--- config.mk ---
export PLATFORM = sky130hd
export DESIGN_NAME = rr_arbiter_oh
export DESIGN_NICKNAME = d
export VERILOG_FILES = /design/src/rtl/rr_arbiter_oh.sv
export SDC_FILE = /design/constraint.sdc
export NUM_CORES = 1
export LEC_CHECK = 0
export ABC_AREA = 1
export BUFFER_PORTS_ARGS = -buffer_cell sky130_fd_sc_hd__buf_2
export CORE_AREA = 4 4 64 66
export DETAILED_ROUTE_END_ITERATION = 8
export DIE_AREA = 0 0 68 70
export GPL_TIMING_DRIVEN = 0
export PLACE_DENSITY = 0.73
export REMOVE_ABC_BUFFERS = 1
export SLEW_MARGIN = 15
export SYNTH_ARGS = -nofsm -noshare
export SYNTH_HDL_FRONTEND = slang
export SYNTH_SLANG_ARGS = --single-unit
export TNS_END_PERCENT = 30
--- constraint.sdc ---
create_clock -name clk_i -period 4.6 [get_ports clk_i]
set_input_delay 0.46 -clock clk_i [delete_from_list [all_inputs] [get_ports clk_i]]
set_output_delay 0.46 -clock clk_i [all_outputs]
set_load 0.02 [all_outputs]
--- src/rtl/rr_arbiter_oh.sv ---
// Round-robin arbiter with one-hot grant and valid/ready handshake; the pointer advances only on a transfer.
// Define RR_ARB_LOCK_EN to hold the presented grant stable while the downstream applies backpressure.
module rr_arbiter_oh #(
    parameter int InputWidth = 8,
    parameter int IdxWidth   = (InputWidth > 1) ? $clog2(InputWidth) : 1
) (
    input  logic                  clk_i,
    input  logic                  rst_i,
    input  logic [InputWidth-1:0] req_i,
    output logic [InputWidth-1:0] gnt_o,
    output logic [IdxWidth-1:0]   gnt_idx_o,
    output logic                  valid_o,
    input  logic                  ready_i
);

    logic [IdxWidth-1:0]   ptr_reg;
    logic [IdxWidth-1:0]   ptr_next;
    logic [IdxWidth-1:0]   sel_idx;
    logic [InputWidth-1:0] win_oh;
    logic [InputWidth-1:0] grant_raw;
    logic                  valid_raw;
    logic                  xfer;

    // First set request scanning upward from the pointer, wrapping explicitly past the top index.
    always_comb begin : winner_scan
        int   cand;
        logic found;
        win_oh = '0;
        found  = 1'b0;
        cand   = 0;
        for (int i = 0; i < InputWidth; i++) begin
            cand = int'(ptr_reg) + i;
            if (cand >= InputWidth) begin
                cand = cand - InputWidth;
            end
            if (!found && req_i[cand]) begin
                win_oh[cand] = 1'b1;
                found        = 1'b1;
            end
        end
    end

`ifdef RR_ARB_LOCK_EN
    logic                  lock_reg;
    logic [InputWidth-1:0] held_reg;

    assign grant_raw = lock_reg ? held_reg : win_oh;
    assign valid_raw = lock_reg | (|req_i);

    always_ff @(posedge clk_i) begin
        if (rst_i) begin
            lock_reg <= 1'b0;
            held_reg <= '0;
        end else if (xfer) begin
            lock_reg <= 1'b0;
        end else if (valid_o) begin
            lock_reg <= 1'b1;
            held_reg <= gnt_o;
        end
    end
`else
    assign grant_raw = win_oh;
    assign valid_raw = |req_i;
`endif

    // Outputs are forced idle for the whole reset cycle, discarding any held grant.
    assign gnt_o   = rst_i ? '0 : grant_raw;
    assign valid_o = !rst_i && valid_raw;

    always_comb begin
        sel_idx = '0;
        for (int i = 0; i < InputWidth; i++) begin
            if (gnt_o[i]) begin
                sel_idx = IdxWidth'(i);
            end
        end
    end

    assign gnt_idx_o = sel_idx;
    assign xfer      = valid_o && ready_i;
    assign ptr_next  = (sel_idx == IdxWidth'(InputWidth - 1)) ? '0 : sel_idx + IdxWidth'(1);

    always_ff @(posedge clk_i) begin
        if (rst_i) begin
            ptr_reg <= '0;
        end else if (xfer) begin
            ptr_reg <= ptr_next;
        end
    end

endmodule
Word level (Yosys, flattened, before mapping)
Cells that the tools add are included.
Widths: inputs -> output; s select.
Operators by class
  add/subtract/negate cells: 16
  order comparisons: 24
  eq/ne operators: 1
  multiplexer cells: 72
  bitwise logic cells: 7
  reductions and logical operators: 26
Operator list (number)
  $ge 32x1->1 const B: 8
  $lt 32x5->1 const B: 8
  $mux 32: 8
  $mux 8: 9
  $or 8x8->8: 7
  $sub 4x4->5 const B: 7
  $mux 1: 32
  $ge 4x4->1 const B: 7
  $bmux 1 s3: 8
  $demux 1 s3: 8
  $mux 3: 7
  $logic_and 1x1->1: 17
  $add 3x3->4 const B: 4
  $add 3x2->4 const B: 2
  $logic_not 1->1: 8
  $reduce_or 8->1: 1
  $sub 3x4->5 const B: 1
  $add 3x1->4 const B: 1
  $ge 3x4->1 const B: 1
  $add 3x1->3 const B: 1
  $eq 3x3->1 const B: 1
Word-level totals
  flip-flop bits (word level): 3
  bits of input ports: 11
  output and inout port bits: 12
  word-level logic and storage cells: 147

Longest topological paths before layout
  depth in word-level cells: 37
  depth in mapped cells: 27
  mapped depth without buffers: 24

Least setup slack after synthesis
OpenSTA, ideal clock, no wires.
  path kind: register to register
  from: reg ptr_reg[0]
  to: reg ptr_reg[2]
  setup time: 0.127 ns
  arrival time: 3.446 ns
  required time: 4.473 ns
  setup slack: 1.027 ns
  cell stages (with the launch flop): 24
  path buffers: 3
  period minus slack after synthesis: 3.573 ns
  path through: dfxtp_1 buf_6 inv_4 clkbuf_1 ha_1 buf_2 inv_2 nand3_1 nand3_2 nand2_2 nor2_4 nand4_4 nor3b_4 nand3_1 nand4_1 nand2_1 inv_2 nor2_1 nand2_1 nand2_1 ha_1 ha_1 o21ai_0 a21oi_1
Between the ends
  elaborated cells on any way between the ends: 142
  classes of those cells: add/sub (16); order compare (24); eq/ne (1); mux (72); bitwise (7); reduce/logical (22)
RTL lines
  start, declared: line 16  | logic [IdxWidth-1:0] ptr_reg;
  start signal, assigned: line 87  | ptr_reg <= ptr_next;
  branches (longest 26 deep; another with $ge 32x1->1)
  $mux 8 *: line 36  | if (!found && req_i[cand]) begin
  $mux 8 *: line 67  | assign gnt_o = rst_i ? '0 : grant_raw;
  via gnt_o[4]: line 10  | output logic [InputWidth-1:0] gnt_o,
  $mux 3 * (4 in a row): line 73  | if (gnt_o[i]) begin
  via gnt_idx_o[1]: line 11  | output logic [IdxWidth-1:0] gnt_idx_o,
  $add 3x1->3 or $eq 3x3->1 (tied branches): line 81  | assign ptr_next = (sel_idx == IdxWidth'(InputWidth - 1)) ? '0 : sel_idx + IdxWidth'(1);
  $mux 3 *: line 81
  via ptr_next[2]: line 17  | logic [IdxWidth-1:0] ptr_next;
Mark *: on every way through the listed nets, which the timed path passes. The select of a mux whose other input is x is not followed.
A chain may end at the register's enable or synchronous reset.

Worst setup path in the final report
  from: reg ptr_reg[0]
  to: out gnt_idx_o[1]
Between the ends
  word-level cells in the longest chain between the ends: 34
  elaborated cells on any way between the ends: 138
  classes of those cells: add/sub (15); order compare (24); mux (70); bitwise (7); reduce/logical (22)
RTL lines (line)
  branches (longest 26 deep; another with $ge 32x1->1)
  $mux 8 *: 36
  $mux 8 *: 67
  $mux 3 (5 in a row): 73
  $mux 3 *: 73
  end, declared: 11
Every way passes the cells marked *. The select of a mux whose other input is x is not followed.

==> metrics.sh <==
FINAL_MAX_TRAN_VIOLS=0
SUM_OF_NET_HALF_PERIMETERS_AFTER_DETAILED_PLACEMENT_UM=3582
CRIT_PATH_MAX_INCR_DELAY_NS=0.72
VIAS=1919
DIE-HEIGHT_UM=70
CRIT_CHAIN='inv_4 -> ha_1 -> inv_2 -> nand3_1 -> nand2_1 -> nand2_2 -> nand2_4 -> nand3_4 -> inv_2 -> nand2_1 -> o211ai_1 -> nor3_1 -> nand4_1 -> nand2_1 -> inv_2 -> nor2_1 -> nand2_1 -> nand2_1 -> buf_2'
WL_MET3_UM=369
POWER_SWITCHING_uW=421.0
CTS_SINKS=3
RELSLEWSLACK=0.6078
SYNTH_EDF_COUNT=0
CRITICAL_PATH_SINK_TYPE='output pin'
CLKLATENCYLATEPIN_NS=0.23
POST_CTS_SETUP_BUFFER_COUNT=0
GRT_MAX_DEGREE=29
FINALWEIGHTEDCONGESTION=0.9265
CP.REQUIRED_NS=4.14
TOTALNEGATIVESETUPSLACK_NS=0
POWER_INTERNAL_uW=226.9
SYNTHESIS.AREA_PER_INSTANCE_UM2=5.803
NUMBER_OF_CELLS_IN_THE_FINISHED_LAYOUT_APART_FROM_FILLERS=357
SYNTH.LARGEST_AREA_CELL='sky130_fd_sc_hd__nand2_1'
HOLDCRITPATHCLASS='input port to register'
SYNTH.TOP_CELLS.BY_AREA='sky130_fd_sc_hd__nand2_1 (18%), sky130_fd_sc_hd__nand3_1 (14%), sky130_fd_sc_hd__ha_1 (7.4%)'
FINALSETUPVIOLATIONS=0
FINAL_NET_COUNT=331
DIE_AREA_UM2=4760
FIRST_GLOBAL_VIAS=1650
CLOCK_POWER_SHARE=0.070
MOSTFREQUENTLAYOUTCELL='sky130_fd_sc_hd__nand2_1'
CTS_INSERTED_BUFFERS=3
ASYNC_FLOP_SHARE=0
PORT_BUFFERS=22
YS_FF_LATCH=3
POWER.DENSITY_CELL_AREA_nW_PER_UM2=354.0
TOTAL_LEAKAGE_POWER_uW=0.0009687
SYNTH_TOP_AREA_SHARE=0.1784
PROPORTION_OF_POWER_DRAWN_BY_COMBINATIONAL_GATES=0.857
AREAGROWTHSYNTHTOFINISH_PCT=8.773
FINCLKSKEW_NS=0.001969
DETAIL_ROUTE.VIAS_PER_CELL=5.375
TIMING.FINAL.WS_SETUP_NS=0.3740
FINALHOLDVIOLATIONS=0
GRT_PASS1_WL_UM=7389
SYNTH-MAIN-FF-CELL='sky130_fd_sc_hd__dfxtp_1'
YS_WARN_COUNT=0
SYN-INSTANCE-COUNT=290
GRT_USE_TOTAL=0.1909
GRT_SETUP_UNREPAIRED='false'
CTS_TREE='yes'
WORST_SLEW_PIN_SLEW_NS=0.5883
FINALWIRELENGTH_UM=4455
DR.MAX_LAYER_USED='met4'
LARGEST_REGISTER_FF_COUNT=3
CORE_AREA_UM2=3578
FIRST_ITER_VIOLATIONS=179
VDD_DROP_MAX_mV=0.2134
DRC=0
SYNTHDISTINCTLIBCELLS=37
MIN_PERIOD_NS=4.226
CRIT_PATH_MAX_FANOUT=28
START_KIND='register'
ANTENNA_CELLS=0
CHIPWIDTH_UM=68
IO_PINS=23
DETAILEDPLACE.WORSTSLACK_NS=0.08552
GRT_ANTENNA_BEFORE_REPAIR=0
SYNTH_SEQ_AREA_SHARE=0.03569
HTREEDEPTH=1
PLACED_CELLS=353
FINAL_CLOCK_PERIOD_UTILIZATION_BY_THE_WORST_PATH=0.9187
ANTENNA_NETS_POST_ROUTE=0
CTS.CLK_SLEW.WORST_PATHS_NS=0.04
ROWS=22
GRT_OVERFLOW=0
CPMOSTUSEDCELL='sky130_fd_sc_hd__nand2_1'
SYN_AREA_UM2=1683
SEQUENTIALPOWERSHARE=0.073
WORST_PATH_MAX_DELAY_CELL='sky130_fd_sc_hd__ha_1'
WL_MET2_UM=2065
MOSTFREQUENTLAYOUTCELLS='sky130_fd_sc_hd__nand2_1 (80), sky130_fd_sc_hd__nand3_1 (47), sky130_fd_sc_hd__inv_1 (29)'
AVGROUTEDWIREPERCELL_UM=12.48
DRV_CAP=0
WORST-SETUP-PATH-TYPE='register to output pin'
CLK_ROOT_BUFFER_CELL='sky130_fd_sc_hd__clkbuf_4'
DRT_FIRST_PASS_ITERS=5
NETSWITCHINGFRACTION=0.6497
WL_MET1_UM=1962
CLK_PATH_BUF_DEPTH=2
STARTING_DENSITY_OF_THE_CORE=0.4703
WORST_EP_ARRIVAL_TIME_NS=3.77
DRIVE_GT1_FRAC=0.2298
RUN_STATUS='finished clean'
HIGHEST_ATTAINABLE_CLOCK_FREQUENCY_MHz=236.6
-- worst paths after layout --
check / slack [ns] / from / cells past startpoint / to
setup reg to reg: 0.42 / ptr_reg[0]$_SDFFE_PP0P_ / 23 / ptr_reg[2]$_SDFFE_PP0P_
hold / removal: 0.45 / rst_i / 2 / ptr_reg[0]$_SDFFE_PP0P_
setup / recovery: 0.37 / ptr_reg[0]$_SDFFE_PP0P_ / 19 / gnt_idx_o[1]
hold reg to reg: 0.60 / ptr_reg[1]$_SDFFE_PP0P_ / 2 / ptr_reg[1]$_SDFFE_PP0P_
-- cell families (layout without fill, tap and decap cells) --
logic type / Yosys count / in the layout / synth area share
and+or+nand+nor: 209 / 209 / 0.6736
adders and majority gates: 10 / 10 / 0.07435
buffers and inverters: 44 / 63 / 0.1137
DFF: 3 / 3 / 0.03569
xor gates and xnor gates: 2 / 2 / 0.02603
AOI/OAI and AO/OA: 22 / 22 / 0.07658
-- Yosys cell counts (2+ instances only) --
| master | n |
|---|---|
| sky130_fd_sc_hd__nor4_1 | 2 |
| sky130_fd_sc_hd__nand4_1 | 8 |
| sky130_fd_sc_hd__inv_1 | 29 |
| sky130_fd_sc_hd__nor2_2 | 3 |
| sky130_fd_sc_hd__nand2_4 | 4 |
| sky130_fd_sc_hd__a21oi_2 | 2 |
| sky130_fd_sc_hd__o21ai_1 | 3 |
| sky130_fd_sc_hd__nand4_4 | 2 |
| sky130_fd_sc_hd__buf_6 | 3 |
| sky130_fd_sc_hd__clkbuf_1 | 3 |
| sky130_fd_sc_hd__inv_2 | 6 |
| sky130_fd_sc_hd__nand2_2 | 10 |
| sky130_fd_sc_hd__o211ai_1 | 2 |
| sky130_fd_sc_hd__nor2_4 | 2 |
| sky130_fd_sc_hd__ha_1 | 10 |
| sky130_fd_sc_hd__dfxtp_1 | 3 |
| sky130_fd_sc_hd__nand2_1 | 80 |
| sky130_fd_sc_hd__nor2_1 | 22 |
| sky130_fd_sc_hd__nand3_1 | 47 |
| sky130_fd_sc_hd__nand2_8 | 2 |
| sky130_fd_sc_hd__nand3_2 | 5 |
| sky130_fd_sc_hd__a21oi_1 | 10 |
| sky130_fd_sc_hd__o21ai_0 | 2 |
| sky130_fd_sc_hd__nor3_1 | 17 |
-- power groups by stage --
| stage | clock, µW | combinational [µW] | sequential [µW] |
|---|---|---|---|
| finish | 45.3 | 555 | 47.6 |
| global placement | 0 | 549 | 47.6 |
| global route | 48.7 | 609 | 49.2 |
| CTS | 47.6 | 554 | 47.1 |
| detailed placement | 0 | 552 | 47.4 |
| floorplan | 0 | 440 | 42.7 |
-- worst max-delay path, delay by kind of cell, from the launching register on --
kind	cells	cell delay (ns)
compound gates	1	0.09
buf+inv	5	0.69
flops	1	0.69
simple gates	12	1.34
fa+ha+maj	1	0.72
-- what timing repair did --
| action | CTS | global route |
|---|---|---|
| gates resized for setup | 0 | 1 |
| setup endpoints to repair | 0 | 12 |
| hold buffers | 0 | 0 |
-- final cells by class --
class	count	area, µm²
clock buffer	4	26.28
inverter	37	141.4
fill	393	1748
sequential	3	61.31
tap	48	60.06
timing repair buffer	22	110.1
multi-input combinational	243	1431
-- per-layer routing --
metal  vias up  global-route usage
met4         0             0.04857
li1       1006                   -
met3         6            0.008039
met5         -                   0
met1       820              0.2771
met2        87              0.3019
-- per-stage QoR --
step           power, µW  hold slack [ns]  area, µm²  utilization
2_1_floorplan      482.6           0.5224       1633            -
3_3_place_gp       596.8           0.6025       1803       0.5038
3_5_place_dp       599.7           0.6023       1803       0.5038
4_1_cts            648.2           0.4501       1829       0.5112
5_1_grt            707.1           0.4569       1831       0.5115
6_report           647.9           0.4452       1831       0.5115
No activity file was read; power rests on OpenSTA's default activity.
